<file path="src/rtl/lvds_frame_tx_if.sv">
// lvds_frame_tx_if: byte-stream valid/ready handshake feeding the LVDS frame transmitter
interface lvds_frame_tx_if;
  logic [7:0] s_data;
  logic s_valid;
  logic s_last;
  logic s_ready;
  modport master (output s_data, s_valid, s_last, input s_ready);
  modport slave (input s_data, s_valid, s_last, output s_ready);
endinterface

</file>
<file path="src/rtl/lvds_frame_tx.sv">
// lvds_frame_tx: frames a byte stream into preamble/SOF/payload/checksum nibbles on four LVDS lanes
module lvds_frame_tx #(
  parameter int PREAMBLE_LEN = 4,
  parameter int GAP_LEN = 8,
  parameter int MAX_LEN = 256,
  parameter logic [3:0] IDLE_NIBBLE = 4'h0
) (
  input  logic clk,
  input  logic rst,
  lvds_frame_tx_if.slave s,
  output logic [3:0] lane_out,
  output logic busy,
  output logic frame_done,
  output logic underrun,
  output logic len_err
);
  localparam int LW = $clog2(MAX_LEN + 1);
  localparam int CMAX = PREAMBLE_LEN > GAP_LEN ? PREAMBLE_LEN : GAP_LEN;
  localparam int CW = $clog2(CMAX + 1);
  localparam logic [3:0] IDLE = 4'd0, PRE = 4'd1, SOF = 4'd2, DLO = 4'd3, DHI = 4'd4;
  localparam logic [3:0] CLO = 4'd5, CHI = 4'd6, ABORT = 4'd7, DRAIN = 4'd8, GAP = 4'd9;
  logic [3:0] st, nx, lane_nx;
  logic [CW-1:0] cnt;
  logic [LW-1:0] nbytes;
  logic [7:0] byte_q, csum;
  logic last_q, trunc_q, go, in_frame, acc, at_max;
  assign in_frame = st == SOF || (st == DHI && !last_q);
  assign s.s_ready = in_frame || st == DRAIN;
  assign acc = in_frame && s.s_valid;
  assign at_max = nbytes == LW'(MAX_LEN - 1);
  // state holds what the lanes show this cycle; outputs register the next state's view
  always_comb begin
    nx = st;
    case (st)
      IDLE: nx = go ? PRE : IDLE;
      PRE: nx = cnt == CW'(PREAMBLE_LEN - 1) ? SOF : PRE;
      SOF, DHI: nx = (st == DHI && last_q) ? CLO : s.s_valid ? DLO : ABORT;
      DLO: nx = DHI;
      CLO: nx = CHI;
      CHI: nx = trunc_q ? DRAIN : GAP;
      ABORT: nx = DRAIN;
      DRAIN: nx = (s.s_valid && s.s_last) ? GAP : DRAIN;
      GAP: nx = cnt == CW'(GAP_LEN - 1) ? IDLE : GAP;
      default: nx = IDLE;
    endcase
  end
  always_comb begin
    lane_nx = IDLE_NIBBLE;
    case (nx)
      PRE: lane_nx = 4'h5;
      SOF: lane_nx = 4'hD;
      DLO: lane_nx = s.s_data[3:0];
      DHI: lane_nx = byte_q[7:4];
      CLO: lane_nx = csum[3:0];
      CHI: lane_nx = csum[7:4];
      ABORT: lane_nx = 4'hF;
      default: lane_nx = IDLE_NIBBLE;
    endcase
  end
  // go delays the start decision by one cycle so a held s_valid leaves exactly one idle cycle
  always_ff @(posedge clk or negedge rst) begin
    if (!rst) begin
      st <= IDLE;
      cnt <= '0;
      nbytes <= '0;
      byte_q <= '0;
      csum <= '0;
      last_q <= 1'b0;
      trunc_q <= 1'b0;
      go <= 1'b0;
      lane_out <= IDLE_NIBBLE;
      busy <= 1'b0;
      frame_done <= 1'b0;
      underrun <= 1'b0;
      len_err <= 1'b0;
    end else begin
      st <= nx;
      cnt <= nx != st ? '0 : cnt + 1'b1;
      go <= s.s_valid;
      if (nx == PRE && st != PRE) begin
        csum <= '0;
        nbytes <= '0;
        last_q <= 1'b0;
        trunc_q <= 1'b0;
      end else if (acc) begin
        byte_q <= s.s_data;
        csum <= csum + s.s_data;
        nbytes <= nbytes + 1'b1;
        last_q <= s.s_last || at_max;
        trunc_q <= !s.s_last && at_max;
      end
      lane_out <= lane_nx;
      busy <= nx != IDLE;
      frame_done <= nx == CHI;
      underrun <= nx == ABORT;
      len_err <= nx == CHI && trunc_q;
    end
  end
endmodule
</file>
<file path="src/flat_wrapper.sv">
// flat-port wrapper written by rule: the top's interface ports become plain ports
module lvds_frame_tx_flat 
#(
  parameter int PREAMBLE_LEN = 4,
  parameter int GAP_LEN = 8,
  parameter int MAX_LEN = 256,
  parameter logic [3:0] IDLE_NIBBLE = 4'h0
)
  (clk, rst, lane_out, busy, frame_done, underrun, len_err, s_s_data, s_s_valid, s_s_last, s_s_ready);
  lvds_frame_tx_if s_i ();
  input  logic clk;
  input  logic rst;
  output logic [3:0] lane_out;
  output logic busy;
  output logic frame_done;
  output logic underrun;
  output logic len_err;
  input wire logic [$bits(s_i.s_data)-1:0] s_s_data;
  input wire logic [$bits(s_i.s_valid)-1:0] s_s_valid;
  input wire logic [$bits(s_i.s_last)-1:0] s_s_last;
  output wire logic [$bits(s_i.s_ready)-1:0] s_s_ready;
  assign s_i.s_data = s_s_data;
  assign s_i.s_valid = s_s_valid;
  assign s_i.s_last = s_s_last;
  assign s_s_ready = s_i.s_ready;
  lvds_frame_tx #(.PREAMBLE_LEN(PREAMBLE_LEN), .GAP_LEN(GAP_LEN), .MAX_LEN(MAX_LEN), .IDLE_NIBBLE(IDLE_NIBBLE)) u_core (.clk(clk), .rst(rst), .s(s_i), .lane_out(lane_out), .busy(busy), .frame_done(frame_done), .underrun(underrun), .len_err(len_err));
endmodule
</file>
<file path="config.mk">
export PLATFORM = sky130hd
export DESIGN_NAME = lvds_frame_tx_flat
export DESIGN_NICKNAME = d
export VERILOG_FILES = /design/src/rtl/lvds_frame_tx_if.sv /design/src/rtl/lvds_frame_tx.sv /design/src/flat_wrapper.sv
export SDC_FILE = /design/constraint.sdc
export NUM_CORES = 1
export LEC_CHECK = 0
export CAP_MARGIN = 30
export CORE_MARGIN = 3
export CORE_UTILIZATION = 57
export CTS_CLUSTER_DIAMETER = 200
export CTS_CLUSTER_SIZE = 28
export DETAILED_ROUTE_END_ITERATION = 7
export GPL_TIMING_DRIVEN = 0
export PLACE_DENSITY = 0.83
export SETUP_SLACK_MARGIN = 0.5
export SLEW_MARGIN = 20
export SYNTH_ARGS = -nofsm -noshare
export SYNTH_HDL_FRONTEND = slang
export SYNTH_SLANG_ARGS = --single-unit
export TNS_END_PERCENT = 20
</file>
<file path="constraint.sdc">
create_clock -name clk -period 2.5 [get_ports clk]
set_clock_uncertainty 0.2 [all_clocks]
set_input_delay 0.5 -clock clk [delete_from_list [all_inputs] [get_ports clk]]
set_output_delay 0.5 -clock clk [all_outputs]
set_load 0.1 [all_outputs]
</file>
== Word-level counts from Yosys, hierarchy flattened ==
Cells that the tools add are included.

* Add/subtract/negate cells: 3
* Equal/unequal tests: 21
* Mux-type cells: 18
* Bitwise operators: 1
* Reductions and logical operators: 17

{| class="wikitable"
|+ Operators by type and width
! operator !! number
|-
| $eq A4 B3 Y1 const B || 9
|-
| $pmux W4 S9 || 1
|-
| $pmux W4 S7 || 1
|-
| $eq A4 B2 Y1 const B || 5
|-
| $mux W9 || 2
|-
| $mux W8 || 2
|-
| $mux W4 || 3
|-
| $add A9 B1 Y9 const B || 1
|-
| $eq A9 B8 Y1 const B || 1
|-
| $add A8 B8 Y8 || 1
|-
| $eq A4 B1 Y1 const B || 2
|-
| $eq A4 B4 Y1 const B || 2
|-
| $logic_and A1 B1 Y1 || 7
|-
| $mux W1 || 7
|-
| $add A4 B1 Y4 const B || 1
|-
| $logic_not A4 Y1 || 1
|-
| $ne A4 B1 Y1 const B || 1
|-
| $ne A4 B4 Y1 || 1
|-
| $reduce_bool A4 Y1 || 1
|-
| $logic_or A1 B1 Y1 || 3
|-
| $mux W3 || 1
|-
| $logic_not A1 Y1 || 2
|-
| $mux W2 || 1
|-
| $reduce_and A2 Y1 || 1
|-
| 3 further kinds || 3
|}

* Register bits after elaboration: 44
* Input bits: 12
* Output and inout bits: 9
* Word-level logic and storage cells: 73

== Logic depth before layout (Yosys ltp) ==
Gate-level depths: netlist (run 1).

* Depth in word-level cells: 8
* Depth in mapped cells: 8
* Mapped depth without buffers: 7

== Worst setup path before layout (run 1) ==
Ideal clock, no wire load.

* Path type: reg-to-output
* Start: register u_core.st[3]
* End: output port s_s_ready
* Arrival time: 2.320 ns
* Data required time: 1.800 ns
* Slack: -0.520 ns
* Stages on the path, launching flop included: 6
* Path buffers: 1
* Path through: dfrtp_1 -> clkbuf_1 -> nand2b_1 -> o21ai_0 -> a21oi_1 -> nor2_1

* Word-level cells in the longest chain between the ends: 4

{| class="wikitable"
|+ Ends and longest elaborated chain
! what !! RTL line !! text
|-
| start, declared || lvds_frame_tx.sv:22 || <nowiki>logic [3:0] st, nx, lane_nx;</nowiki>
|-
| start signal, assigned || lvds_frame_tx.sv:77 || <nowiki>st <= nx;</nowiki>
|-
| $eq A4 B3 Y1 || lvds_frame_tx.sv:27 || <nowiki>assign in_frame = st == SOF || (st == DHI && !last_q);</nowiki>
|-
| $logic_and A1 B1 Y1 || lvds_frame_tx.sv:27 ||
|-
| $logic_or A1 B1 Y1 || lvds_frame_tx.sv:27 ||
|-
| $logic_or A1 B1 Y1 * || lvds_frame_tx.sv:28 || <nowiki>assign s.s_ready = in_frame || st == DRAIN;</nowiki>
|-
| end, declared || flat_wrapper.sv:21 || <nowiki>output wire logic [$bits(s_i.s_ready)-1:0] s_s_ready;</nowiki>
|}

Mark *: on every way between the ends. The rest lies on a longest branch, timed or not.

== Final worst setup path (run 1) ==
* Start: register u_core.st[2]
* End: register u_core.lane_out[2]

* Word-level cells in the longest chain between the ends: 6

{| class="wikitable"
|+ Ends and longest elaborated chain
! what !! RTL line !! text
|-
| $eq A4 B3 Y1 || lvds_frame_tx.sv:34, lvds_frame_tx.sv:37 ||
|-
| $logic_and A1 B1 Y1 || lvds_frame_tx.sv:37 || <nowiki>SOF, DHI: nx = (st == DHI && last_q) ? CLO : s.s_valid ? DLO : ABORT;</nowiki>
|-
| $mux W4 || lvds_frame_tx.sv:37 ||
|-
| $pmux W4 S9 * || lvds_frame_tx.sv:34 || <nowiki>case (st)</nowiki>
|-
| net u_core.nx[0] || lvds_frame_tx.sv:22 ||
|-
| $eq A4 B3 Y1 (tied with other cells) || lvds_frame_tx.sv:49 || <nowiki>case (nx)</nowiki>
|-
| $pmux W4 S7 * || lvds_frame_tx.sv:49 ||
|-
| net u_core.lane_nx[2] || lvds_frame_tx.sv:22 ||
|-
| end signal, assigned || lvds_frame_tx.sv:92 || <nowiki>lane_out <= lane_nx;</nowiki>
|-
| end, declared || lvds_frame_tx.sv:11 || <nowiki>output logic [3:0] lane_out,</nowiki>
|}

Mark *: on every way through the listed nets, which the timed path passes. The rest lies on a longest branch.
A chain may end at the register's enable or synchronous reset.

==> results by group, run 1 <==
Logic synthesis
  – Post-synth EDFFs: 0
  – Ys flop type: dfrtp_1
  – Sequential fraction of the synthesis area: 43.6%
  – Syn avg cell area: 9.30 sq um
  – Main combinational cell family by area after synthesis: simple AND/OR/NAND/NOR gates
  – Post-synthesis simple-gate area fraction: 24.1%
  – Compound-Gate Fraction of Synth Area: 17.3%
  – Count of cell types in the netlist: 51
  – #FFs+latches synth: 40
  – Yosys top cell by area: dfrtp_1
  – Syn_nets: 270
  – Post-Synth Adder-Cell Area: 6.32%
  – Area contributors post-synth: dfrtp_1, nand2_1, ha_1, o21ai_0, nor2_1
  – Synth Area in XOR/XNOR: 3.43%
  – Synth Warn #: 0
  – Post-Syn Area: 0.00230 sq mm
  – Async S/R FF share, synth: 100%
  – Yosys top cell area share: 43.6%
  – Mux contribution to synthesized area: 1.85%
  – Synth Instances: 247

Global route
  – Total gr overflow: 0
  – Pin count of the biggest net entering global routing: 26
  – First-pass GRT wire length: 11200 microns
  – Initial antenna violation count: 0
  – Vias in the first global route: 2263
  – GRT Total Usage: 29.1%

CTS
  – Clk_lat worst skew: 300 ps
  – Worst-case clock buffer depth: 2
  – H-tree Lvls: 2
  – Clock sink count: 40
  – CTS buffer count: 5
  – TritonCTS clock tree: done
  – CTS Root Cell: clkbuf_8
  – Clk slew on worst S/H paths: 80 ps

Placed design
  – DP HPWL: 3960 microns
  – Port Buf Inserts: 20
  – GPL Wtd Cong: 0.825
  – Placed Instance Area: 0.00262 sq mm

Layout
  – Fillers: 184
  – Multi-input gate area: 0.00147 sq mm
  – Fraction of layout cells with a size suffix above 1: 33.0%
  – Commonest non-fill, non-tap cell in the layout: nand2_1
  – Seq. cell area: 0.00101 sq mm
  – # diodes: 0
  – Commonest non-fill, non-tap cells in the layout: nand2_1, dfrtp_1, buf_4
  – Layout Utilization: 85.3%
  – Design Area, Final: 0.00322 sq mm
  – Final Net Count: 328
  – Synth-to-Final Area Change: 40.1%

Route
  – Routed wl met2: 3830 microns
  – Total Routed Length: 7620 microns
  – Initial DRT Pass Iterations: 5
  – Vias/cell: 6.67
  – DRC Markers: 0
  – Vias: 2362
  – Initial DRC Count: 301
  – Wire length on met1: 2850 microns
  – Post-route ant nets: 0
  – Met3 WL: 632 microns
  – Top sig layer: met4
  – Drt wl/cell: 21.5 microns

STA
  – Hold Fails Final Rpt: 0
  – Fmax achieved: 0.414 GHz
  – Final setup fails: 0
  – Worst-margin pin slew: 972 ps
  – RSZ-0062 raised after global routing: true
  – Final Slew Violations: 0
  – Max-slew headroom: 35.4%
  – Final critical-path share of the clock period: 96.7%
  – Final worst path period need: 2420 ps

Worst setup path
  – Delay-heaviest family, CP: compound AO/OA/AOI/OAI gates
  – Crit path cell chain: buf_8 > or3b_1 > a21o_1 > a32oi_2 > o21ai_0 > o21ai_0
  – Startpoint types: flop
  – Arr. time, crit path: 2410 ps
  – Worst EP required: 2490 ps
  – Critical Path Sink Type: flop
  – Reg2reg setup slack: 80 ps
  – Crit path kind: flop to flop
  – CP max FO: 10
  – Buf/Inv on CP: 1
  – Most frequent CP cell: o21ai_0
  – Max stage delay on crit path: 470 ps
  – Critical-path top delay cell: dfrtp_2

Flow run
  – Max cap viols: 0

Floorplanning
  – Num ports: 21
  – Die X: 69.5 microns
  – Die height: 69.5 microns
  – Rows: 22
  – Starting Density: 60.9%
  – DIE AREA: 0.00483 sq mm
  – Core area: 0.00377 sq mm

Pwr
  – VDD IR max: 609 uV
  – Power per cell area: 1290 mW/mm^2
  – P_leak: 1.44 nW

Run status
  – Outcome: finished clean

Min path
  – HP Class: flop to flop
## synth_stat cells, drive strengths merged (5+ instances only)
library cell  number
buf                5
inv                8
xnor2              5
nand3             14
nor2              20
clkbuf             6
o21ai             19
a21oi             10
nor3b              6
ha                10
dfrtp             40
nand2             37
## power breakdown
| part | internal, mW | total, mW | switching [mW] |
|---|---|---|---|
| logic | 1.08 | 2.64 | 1.56 |
| registers | 0.859 | 1.06 | 0.202 |
| clock network | 0.221 | 0.467 | 0.247 |
| total | 2.16 | 4.17 | 2.00 |
## worst reg2reg max path: stages (launching register included)
cell and delay [ps]:
dfrtp_2 470, buf_8 170, or3b_1 390, a21o_1 230, a32oi_2 340, o21ai_0 230
o21ai_0 290
## cell type report
class	count	share of cell area, %
timing repair buffer	51	13.7
tap	48	1.87
clock inverter	2	0.311
multi-input combinational	188	45.8
sequential	40	31.3
inverter	8	0.933
buffer	11	3.54
clock buffer	6	2.57
## final timing paths
check,startpoint,to,depth (start not counted)
max,u_core.st[2],u_core.lane_out[2],6
min,u_core.byte_q[4],u_core.byte_q[4],2
max in group asynchronous,rst,u_core.last_q,3
min reg2reg,u_core.byte_q[4],u_core.byte_q[4],2
max reg2reg,u_core.st[2],u_core.lane_out[2],6
min in group asynchronous,rst,u_core.cnt[2],2
## timing repair
item,in CTS,in global routing
endpoints found under the hold margin,15,0
pin swaps,15,10
setup buffers,22,7
resized for setup,58,41
hold buffers,1,0
endpoints found under the setup margin,41,42
gates cloned,0,0
## per-layer routing
| metal | vias to the layer above | GRT usage, % |
|---|---|---|
| li1 | 1005 | - |
| met1 | 1142 | 34.1 |
| met2 | 175 | 49.8 |
| met3 | 40 | 6.38 |
| met4 | 0 | 14.5 |
| met5 | - | 0 |
## state kept, by name, indices dropped and copies added (netlist names)
register,flops
u_core.lane_out,4
u_core.go,1
u_core.underrun,1
u_core.last_q,1
u_core.trunc_q,1
u_core.cnt,4
u_core.csum,8
u_core.byte_q,4
u_core.frame_done,1
u_core.st,4
u_core.len_err,1
u_core.busy,1
u_core.nbytes,9
## logic make-up after synthesis
kind of cell,Yosys count
DFF,40
buffers and inverters,19
xor gates and xnor gates,9
muxes,4
adders and majority gates,11
AOI/OAI and AO/OA,57
and+or+nand+nor,107
## through the flow
stage | total power [mW] | setup TNS, ps | setup WS [ps] | hold WS (ps) | cells
after floorplan | 2.40 | 0 | 353 | 4.41 | 247
after global placement | 2.77 | -14860 | -435 | 254 | 315
after detailed placement | 2.84 | -7810 | -493 | 235 | 316
after CTS | 3.66 | 0 | 238 | 287 | 347
after global routing | 4.33 | 0 | 58.0 | 317 | 354
final | 4.17 | 0 | 83.0 | 290 | 354
Note: power is estimated with default switching activity, not from simulation.
==> inputs of run 2 (changes only) <==
--- a/config.mk
+++ b/config.mk
@@ -7,12 +7,12 @@
 export LEC_CHECK = 0
 export CAP_MARGIN = 30
 export CORE_MARGIN = 3
-export CORE_UTILIZATION = 57
+export CORE_UTILIZATION = 45
 export CTS_CLUSTER_DIAMETER = 200
 export CTS_CLUSTER_SIZE = 28
 export DETAILED_ROUTE_END_ITERATION = 7
 export GPL_TIMING_DRIVEN = 0
-export PLACE_DENSITY = 0.83
+export PLACE_DENSITY = 0.69
 export SETUP_SLACK_MARGIN = 0.5
 export SLEW_MARGIN = 20
 export SYNTH_ARGS = -nofsm -noshare
==> results by group, run 2 (same netlist as run 1, synthesis figures left out) <==
CTS
  – H-tree Lvls: 2 (unchanged)
  – TritonCTS clock tree: done
  – Clock sink count: 40 (unchanged)
  – CTS buffer count: 5 (unchanged)
  – Clk slew on worst S/H paths: 80 ps (about the same)
  – CTS Root Cell: clkbuf_8
  – Worst-case clock buffer depth: 2 (unchanged)
  – Clk_lat worst skew: 290 ps (about the same)

Worst setup path
  – Reg2reg setup slack: 200 ps (+120 ps)
  – Max stage delay on crit path: 470 ps (about the same)
  – Critical-path top delay cell: or4_4
  – Arr. time, crit path: 2330 ps (-80 ps)
  – Delay-heaviest family, CP: simple AND/OR/NAND/NOR gates
  – Critical Path Sink Type: flop
  – Buf/Inv on CP: 1 (unchanged)
  – Crit path cell chain: ha_4 > and4b_2 > o22ai_4 > or3_1 > buf_6 > or4_4 > a21oi_2
  – Startpoint types: flop
  – Worst EP required: 2530 ps (+40 ps)
  – CP max FO: 6 (-4)
  – Crit path kind: flop to flop

STA
  – Max-slew headroom: 36.1% (+0.72 points)
  – Final Slew Violations: 0 (unchanged)
  – Final critical-path share of the clock period: 91.9% (-4.8 points)
  – Final worst slack: 202 ps (+119 ps)
  – Final worst path period need: 2300 ps (-119 ps)
  – Worst-margin pin slew: 962 ps (-10.8 ps)
  – Post-Route Setup TNS: 0 ps (unchanged)
  – Final setup fails: 0 (unchanged)
  – Final Hold Slack: 209 ps (-81.0 ps)
  – Fmax achieved: 0.435 GHz (+5.2%)
  – Hold Fails Final Rpt: 0 (unchanged)
  – RSZ-0062 raised after global routing: true

Layout
  – Max reg flops: 9 (unchanged)
  – Design Area, Final: 0.00320 sq mm (-0.62%)
  – Fraction of layout cells with a size suffix above 1: 30.0% (-3.0 points)
  – Commonest non-fill, non-tap cell in the layout: nand2_1
  – # diodes: 0 (unchanged)
  – Commonest non-fill, non-tap cells in the layout: nand2_1, dfrtp_1, buf_4
  – Final Net Count: 322 (-1.8%)
  – Largest regs: u_core.nbytes (9), u_core.csum (8)
  – Synth-to-Final Area Change: 39.2%
  – Largest reg by FF count: u_core.nbytes

Floorplanning
  – Rows: 25 (+14%)
  – Starting Density: 47.7% (-13 points)
  – DIE AREA: 0.00600 sq mm (+24%)
  – Die X: 77.5 microns (+11%)
  – Die height: 77.5 microns (+11%)
  – Core area: 0.00482 sq mm (+28%)
  – Num ports: 21 (unchanged)

Route
  – Post-route ant nets: 0 (unchanged)
  – DRC Markers: 0 (unchanged)
  – Drt wl/cell: 16.5 microns (-23%)
  – Initial DRT Pass Iterations: 4 (-1)
  – Initial DRC Count: 144 (-52%)
  – Vias: 2072 (-12%)
  – Total Routed Length: 6060 microns (-20%)
  – Vias/cell: 5.65 (-15%)

Global route
  – Vias in the first global route: 2038 (-9.9%)
  – Pin count of the biggest net entering global routing: 23 (-12%)
  – Total gr overflow: 0 (unchanged)
  – Initial antenna violation count: 0 (unchanged)
  – GRT Total Usage: 20.5% (-8.5 points)
  – First-pass GRT wire length: 9680 microns (-14%)

Placed design
  – Port Buf Inserts: 20 (unchanged)
  – DP HPWL: 3920 microns (-0.90%)
  – GPL Wtd Cong: 0.828 (+0.38%)
  – Worst slack, placed: -487 ps (+6.13 ps)
  – Placed Instance Area: 0.00265 sq mm (+1.2%)

Pwr
  – Power per cell area: 1240 mW/mm^2 (-4.2%)
  – Power, Total: 3.96 mW (-4.8%)
  – P_leak: 1.44 nW (+0.35%)
  – VDD IR max: 571 uV (-6.2%)

Min path
  – HP Class: primary input to flop

Run status
  – Outcome: finished clean

Flow run
  – Max cap viols: 0 (unchanged)
## run 2: changes by cell type in the layout (fill, tap and decap cells not counted), sizes merged
cell           previous run  this run
bufbuf                    0         1
dlygate4sd2              11        12
buf                      40        32
clkinv                    2         1
bufinv                    0         1
clkbuf                    9        11
clkdlybuf4s15             2         0
## run 2: metrics by stage
step	instances	util, %
after floorplan	247	-
after global placement	334	54.6
after detailed placement	335	55.0
after CTS	363	64.3
after global routing	367	66.4
final	367	66.4
## run 2: final cells by class
type / count / area [sq um]
buffer: 11 / 116
clock buffer: 6 / 72.6
clock inverter: 2 / 35.0
fill: 410 / 1620
inverter: 8 / 30.0
multi-input combinational: 188 / 1420
sequential: 40 / 1010
tap: 67 / 83.8
timing repair buffer: 45 / 435
## run 2: worst paths after layout
kind | from | endpoint | cells past startpoint
setup / recovery | u_core.cnt[0] | u_core.nbytes[7] | 7
hold / removal | s_s_valid | u_core.go | 1
setup reg to reg | u_core.cnt[0] | u_core.nbytes[7] | 7
hold reg to reg | u_core.byte_q[6] | u_core.byte_q[6] | 2
max in group asynchronous | rst | u_core.last_q | 3
min in group asynchronous | rst | u_core.cnt[2] | 2
## run 2: routing by layer
metal  GRT usage [%]  wire [microns]  up-vias
met1            25.6            2730     1026
met5               0               0        -
met2            34.6            3070       51
met3            5.10             219        4
li1                -               -      991
met4            7.12              44        0
## run 2: power breakdown
| group | internal, mW | switching [mW] | total, mW |
|---|---|---|---|
| logic | 1.03 | 1.37 | 2.40 |
| clock network | 0.296 | 0.225 | 0.522 |
| registers | 0.858 | 0.185 | 1.04 |
## run 2: timing repair
item / 4_1_cts / 5_1_grt
pin swaps: 15 / 6
endpoints found under the setup margin: 41 / 41
endpoints found under the hold margin: 18 / 0
gates resized for setup: 71 / 20
cloned: 2 / 1
hold buffers: 1 / 0
setup buffers: 17 / 3
